`config.mk`:
```
export PLATFORM = sky130hd
export DESIGN_NAME = iob_ram_2p_fifo_ctrl
export DESIGN_NICKNAME = d
export VERILOG_FILES = /design/src/rtl/iob_ram_2p_fifo_ctrl.sv
export SDC_FILE = /design/constraint.sdc
export NUM_CORES = 1
export LEC_CHECK = 0
export CAP_MARGIN = 30
export CORE_MARGIN = 2
export CORE_UTILIZATION = 39
export DETAILED_ROUTE_END_ITERATION = 10
export PLACE_DENSITY = 0.8
export SETUP_SLACK_MARGIN = 0.05
export SKIP_LAST_GASP = 1
export SYNTH_ARGS = -nofsm -noshare
export SYNTH_HDL_FRONTEND = slang
export SYNTH_SLANG_ARGS = --single-unit
```
`constraint.sdc`:
```
create_clock -name clk_i -period 3.65 [get_ports clk_i]
set_clock_uncertainty 0.2 [all_clocks]
set_input_delay 0.73 -clock clk_i [delete_from_list [all_inputs] [get_ports clk_i]]
set_output_delay 0.73 -clock clk_i [all_outputs]
set_load 0.03 [all_outputs]
```
`src/rtl/iob_ram_2p_fifo_ctrl.sv`:
```
// FIFO controller for an external two-port RAM with registered read data.
// Fill level is tracked explicitly, and the full/empty flags are registered from it.
module iob_ram_2p_fifo_ctrl #(
  parameter int DATA_W = 8,
  parameter int ADDR_W = 4
) (
  input  logic              clk_i,
  input  logic              arst_i,
  input  logic              rst_i,
  input  logic              w_en_i,
  input  logic [DATA_W-1:0] w_data_i,
  output logic              w_full_o,
  input  logic              r_en_i,
  output logic [DATA_W-1:0] r_data_o,
  output logic              r_empty_o,
  output logic [ADDR_W:0]   level_o,
  output logic              ext_mem_w_en_o,
  output logic [ADDR_W-1:0] ext_mem_w_addr_o,
  output logic [DATA_W-1:0] ext_mem_w_data_o,
  output logic              ext_mem_r_en_o,
  output logic [ADDR_W-1:0] ext_mem_r_addr_o,
  input  logic [DATA_W-1:0] ext_mem_r_data_i
);

  localparam logic [ADDR_W:0] DEPTH = (ADDR_W+1)'(1) << ADDR_W;

  logic [ADDR_W-1:0] w_ptr_reg;
  logic [ADDR_W-1:0] r_ptr_reg;
  logic [ADDR_W:0]   level_reg;
  logic [ADDR_W:0]   level_next;
  logic              full_reg;
  logic              empty_reg;
  logic              w_accept;
  logic              r_accept;

  // While either reset is asserted, no RAM access may leak out.
  assign w_accept = w_en_i & ~full_reg & ~rst_i & ~arst_i;
  assign r_accept = r_en_i & ~empty_reg & ~rst_i & ~arst_i;

  always_comb begin
    level_next = level_reg;
    case ({w_accept, r_accept})
      2'b10:   level_next = level_reg + (ADDR_W+1)'(1);
      2'b01:   level_next = level_reg - (ADDR_W+1)'(1);
      default: level_next = level_reg;
    endcase
  end

  always_ff @(posedge clk_i or posedge arst_i) begin
    if (arst_i) begin
      w_ptr_reg <= '0;
      r_ptr_reg <= '0;
      level_reg <= '0;
      full_reg  <= 1'b0;
      empty_reg <= 1'b1;
    end else if (rst_i) begin
      w_ptr_reg <= '0;
      r_ptr_reg <= '0;
      level_reg <= '0;
      full_reg  <= 1'b0;
      empty_reg <= 1'b1;
    end else begin
      if (w_accept) w_ptr_reg <= w_ptr_reg + ADDR_W'(1);
      if (r_accept) r_ptr_reg <= r_ptr_reg + ADDR_W'(1);
      level_reg <= level_next;
      full_reg  <= (level_next == DEPTH);
      empty_reg <= (level_next == '0);
    end
  end

  assign w_full_o         = full_reg;
  assign r_empty_o        = empty_reg;
  assign level_o          = level_reg;
  assign ext_mem_w_en_o   = w_accept;
  assign ext_mem_w_addr_o = w_ptr_reg;
  assign ext_mem_w_data_o = w_data_i;
  assign ext_mem_r_en_o   = r_accept;
  assign ext_mem_r_addr_o = r_ptr_reg;
  assign r_data_o         = ext_mem_r_data_i;

endmodule

```
==> metrics <==
combinational power share=16.6%; Post-CTS Hold Buffers=0; Clock Sinks=15; DR pass1 iterations=4; Clock Tree Buf Depth=2; Fillers=222; CP Max Fanout=5; Fin. Hold Viols=0; vias in the first global route=717; share of layout cells above drive strength 1=15.2%; die extent in x=54.8 microns; WP data required=2720 ps; syn nets=127; post_cts resized=0; Slew Viols, Final=0; power density over the cells=272 nW/um^2; Post-DRT Antenna Nets=0; Tightest Pin Transition=587 ps; n_diodes=0; GPL Wtd Cong=0.818; Via density=5.28; Mapped Area=1000 sq um; Hold WS=291 ps; largest net degree at the start of global routing=16; Max VDD drop=147 uV; grt ovf=0; number of synthesized register bits=15; nets@finish=139; Clock Power Share=28.9%; Synthesis Warnings=0; Distinct cells, synth=34; Post-Synthesis Cells=101; I/O Pins=54; startpoint types=input port; Die Height=54.8 microns; PortBufs=21; Worst slew margin=60.8%; htree depth=1; clock-pin slew on the worst setup and hold paths=90 ps; most common cell after layout, fill and taps aside=clkdlybuf4s50_1; Setup-failing EPs final=0; Die Area=3000 sq um; MaxCap Viol Count=0; routed vias=750; Net Sw Frac=26.7%; HPWL Detailed=1.53 mm; P&R area growth vs syn=18.7%; type of the most critical hold path=reg2reg; initial antenna violation count=0; post-route DRC violation count=0; setup bufs post-CTS=0; Sw Pwr=0.0865 mW; row cnt=18; min Tclk post-route=3370 ps; Final Cycle Share=92.4%; Initial Utilization=40.9%; Avg Cell Area, Syn=9.95 sq um; first-pass GRT wire length=3.13 mm; Fin Setup TNS=0 ps; WL final=1.99 mm; post-synthesis sequential area ratio=37.5%; sequential power share=54.5%; Max Clock Freq=296 MHz; Total GRT Usage=14.8%; Pint=0.238 mW; CP Capture Type=output port; Clock Tree Root=clkbuf_4; most frequent cells in the layout=20 x clkdlybuf4s50_1, 14 x dfrtp_1, 8 x nor2_1; Crit Path Class=in2out; CTS tree=built; Clk Latency, worst-skew pair=280 ps; WP data arrival=2440 ps; DR iter-0 viols=7; status=completed; LEAKAGE=0.518 nW; DR WL/cell=14.0 microns; area of the core=2450 sq um; RSZ-0062 raised after global routing=false; total CTS buffers=3
==> per-stage QoR <==
step	power (mW)	worst slack, ps	instances	area (sq um)	util, %
after floorplan	0.244	226	101	1020	-
after global placement	0.233	210	138	1170	47.5
after detailed placement	0.234	121	138	1170	47.5
after CTS	0.330	278	142	1190	48.6
after global routing	0.346	223	142	1190	48.6
final	0.324	276	142	1190	48.6
==> synth_stat cells <==
| cell | count | share of area (%) |
|---|---|---|
| or3_1 | 1 | 0.62 |
| nor4b_2 | 2 | 3.0 |
| xor2_2 | 1 | 1.6 |
| nand4_1 | 2 | 1.2 |
| nand3b_1 | 5 | 3.7 |
| nor2b_1 | 3 | 1.9 |
| o21ai_1 | 2 | 1.0 |
| o311a_1 | 1 | 1.0 |
| xor2_1 | 3 | 2.6 |
| o21ai_0 | 3 | 1.5 |
| nor3b_2 | 1 | 1.2 |
| o31ai_4 | 1 | 2.1 |
| xnor2_1 | 2 | 1.7 |
| nand2_1 | 5 | 1.9 |
| ha_1 | 5 | 6.2 |
| clkbuf_1 | 2 | 0.75 |
| nand4b_1 | 1 | 0.87 |
| mux2i_1 | 3 | 3.0 |
| a221o_1 | 1 | 1.0 |
| dfstp_2 | 1 | 2.6 |
| or2_1 | 1 | 0.62 |
| o21bai_1 | 1 | 0.75 |
| buf_6 | 1 | 1.1 |
| nor3_1 | 1 | 0.50 |
| dfrtp_1 | 14 | 35 |
| inv_2 | 2 | 0.75 |
| buf_4 | 16 | 12 |
| nor2_1 | 8 | 3.0 |
| o311ai_1 | 1 | 0.87 |
| and2_1 | 1 | 0.62 |
| inv_1 | 2 | 0.75 |
| a21oi_1 | 3 | 1.5 |
| and3_1 | 1 | 0.62 |
| nand2b_1 | 4 | 2.5 |
==> power groups by stage <==
stage               clock [mW]  combinational (mW)  sequential, mW
floorplan                    0              0.0570           0.187
global placement             0              0.0530           0.180
detailed placement           0              0.0541           0.180
CTS                     0.0995              0.0543           0.177
global route             0.110              0.0585           0.177
finish                  0.0936              0.0537           0.177
==> path summary, 6_finish.rpt <==
kind / slack (ps) / end / from / depth (start not counted)
setup / recovery: 280 / ext_mem_w_en_o / rst_i / 4
hold / removal: 290 / ext_mem_r_addr_o[3]$_DFFE_PP0P_ / ext_mem_r_addr_o[3]$_DFFE_PP0P_ / 1
setup reg to reg: 1050 / w_full_o$_DFF_PP0_ / w_full_o$_DFF_PP0_ / 10
hold reg to reg: 290 / ext_mem_r_addr_o[3]$_DFFE_PP0P_ / ext_mem_r_addr_o[3]$_DFFE_PP0P_ / 1
max in group asynchronous: 2090 / level_o[3]$_DFF_PP0_ / arst_i / 2
min in group asynchronous: 780 / ext_mem_r_addr_o[0]$_DFFE_PP0P_ / arst_i / 2
==> layout make-up <==
type,count,area [sq um],share of cell area [%]
clock buffers,4,26.3,2.20
inverters,4,15.0,1.26
well taps,30,37.5,3.15
repair buffers,26,245,20.6
flip-flops and latches,15,377,31.6
multi-input cells,63,492,41.2
==> sequential cells by signal, summed over array words and instances, names as in the netlist <==
signal	count
r_empty_o	1
ext_mem_r_addr_o	4
ext_mem_w_addr_o	4
level_o	5
w_full_o	1
==> layer usage <==
| layer | routed length, microns | vias up | GRT usage, % | part of all wire (%) |
|---|---|---|---|---|
| met5 | 0 | - | 0 | 0 |
| met4 | 0 | 0 | 5.83 | 0 |
| met3 | 147 | 0 | 3.01 | 7.4 |
| met2 | 974 | 38 | 24.4 | 49 |
| met1 | 868 | 360 | 18.7 | 44 |
| li1 | - | 352 | - | - |
==> logic make-up (layout without fill, tap and decap cells) <==
family | after synthesis | after routing | share of synthesized area, %
muxes | 3 | 3 | 2.99
and+or+nand+nor | 36 | 36 | 22.3
DFF | 15 | 15 | 37.5
buffers and inverters | 23 | 34 | 15.3
xor gates and xnor gates | 6 | 6 | 5.98
adders and majority gates | 5 | 5 | 6.23
AOI/OAI and AO/OA | 13 | 13 | 9.71
==> worst max-delay path, stage by stage <==
cell and delay [ps]:
clkdlybuf4s50_1 530, nor4b_4 330, buf_4 180, clkdlybuf4s50_1 660
No activity file was read; power rests on OpenSTA's default activity.
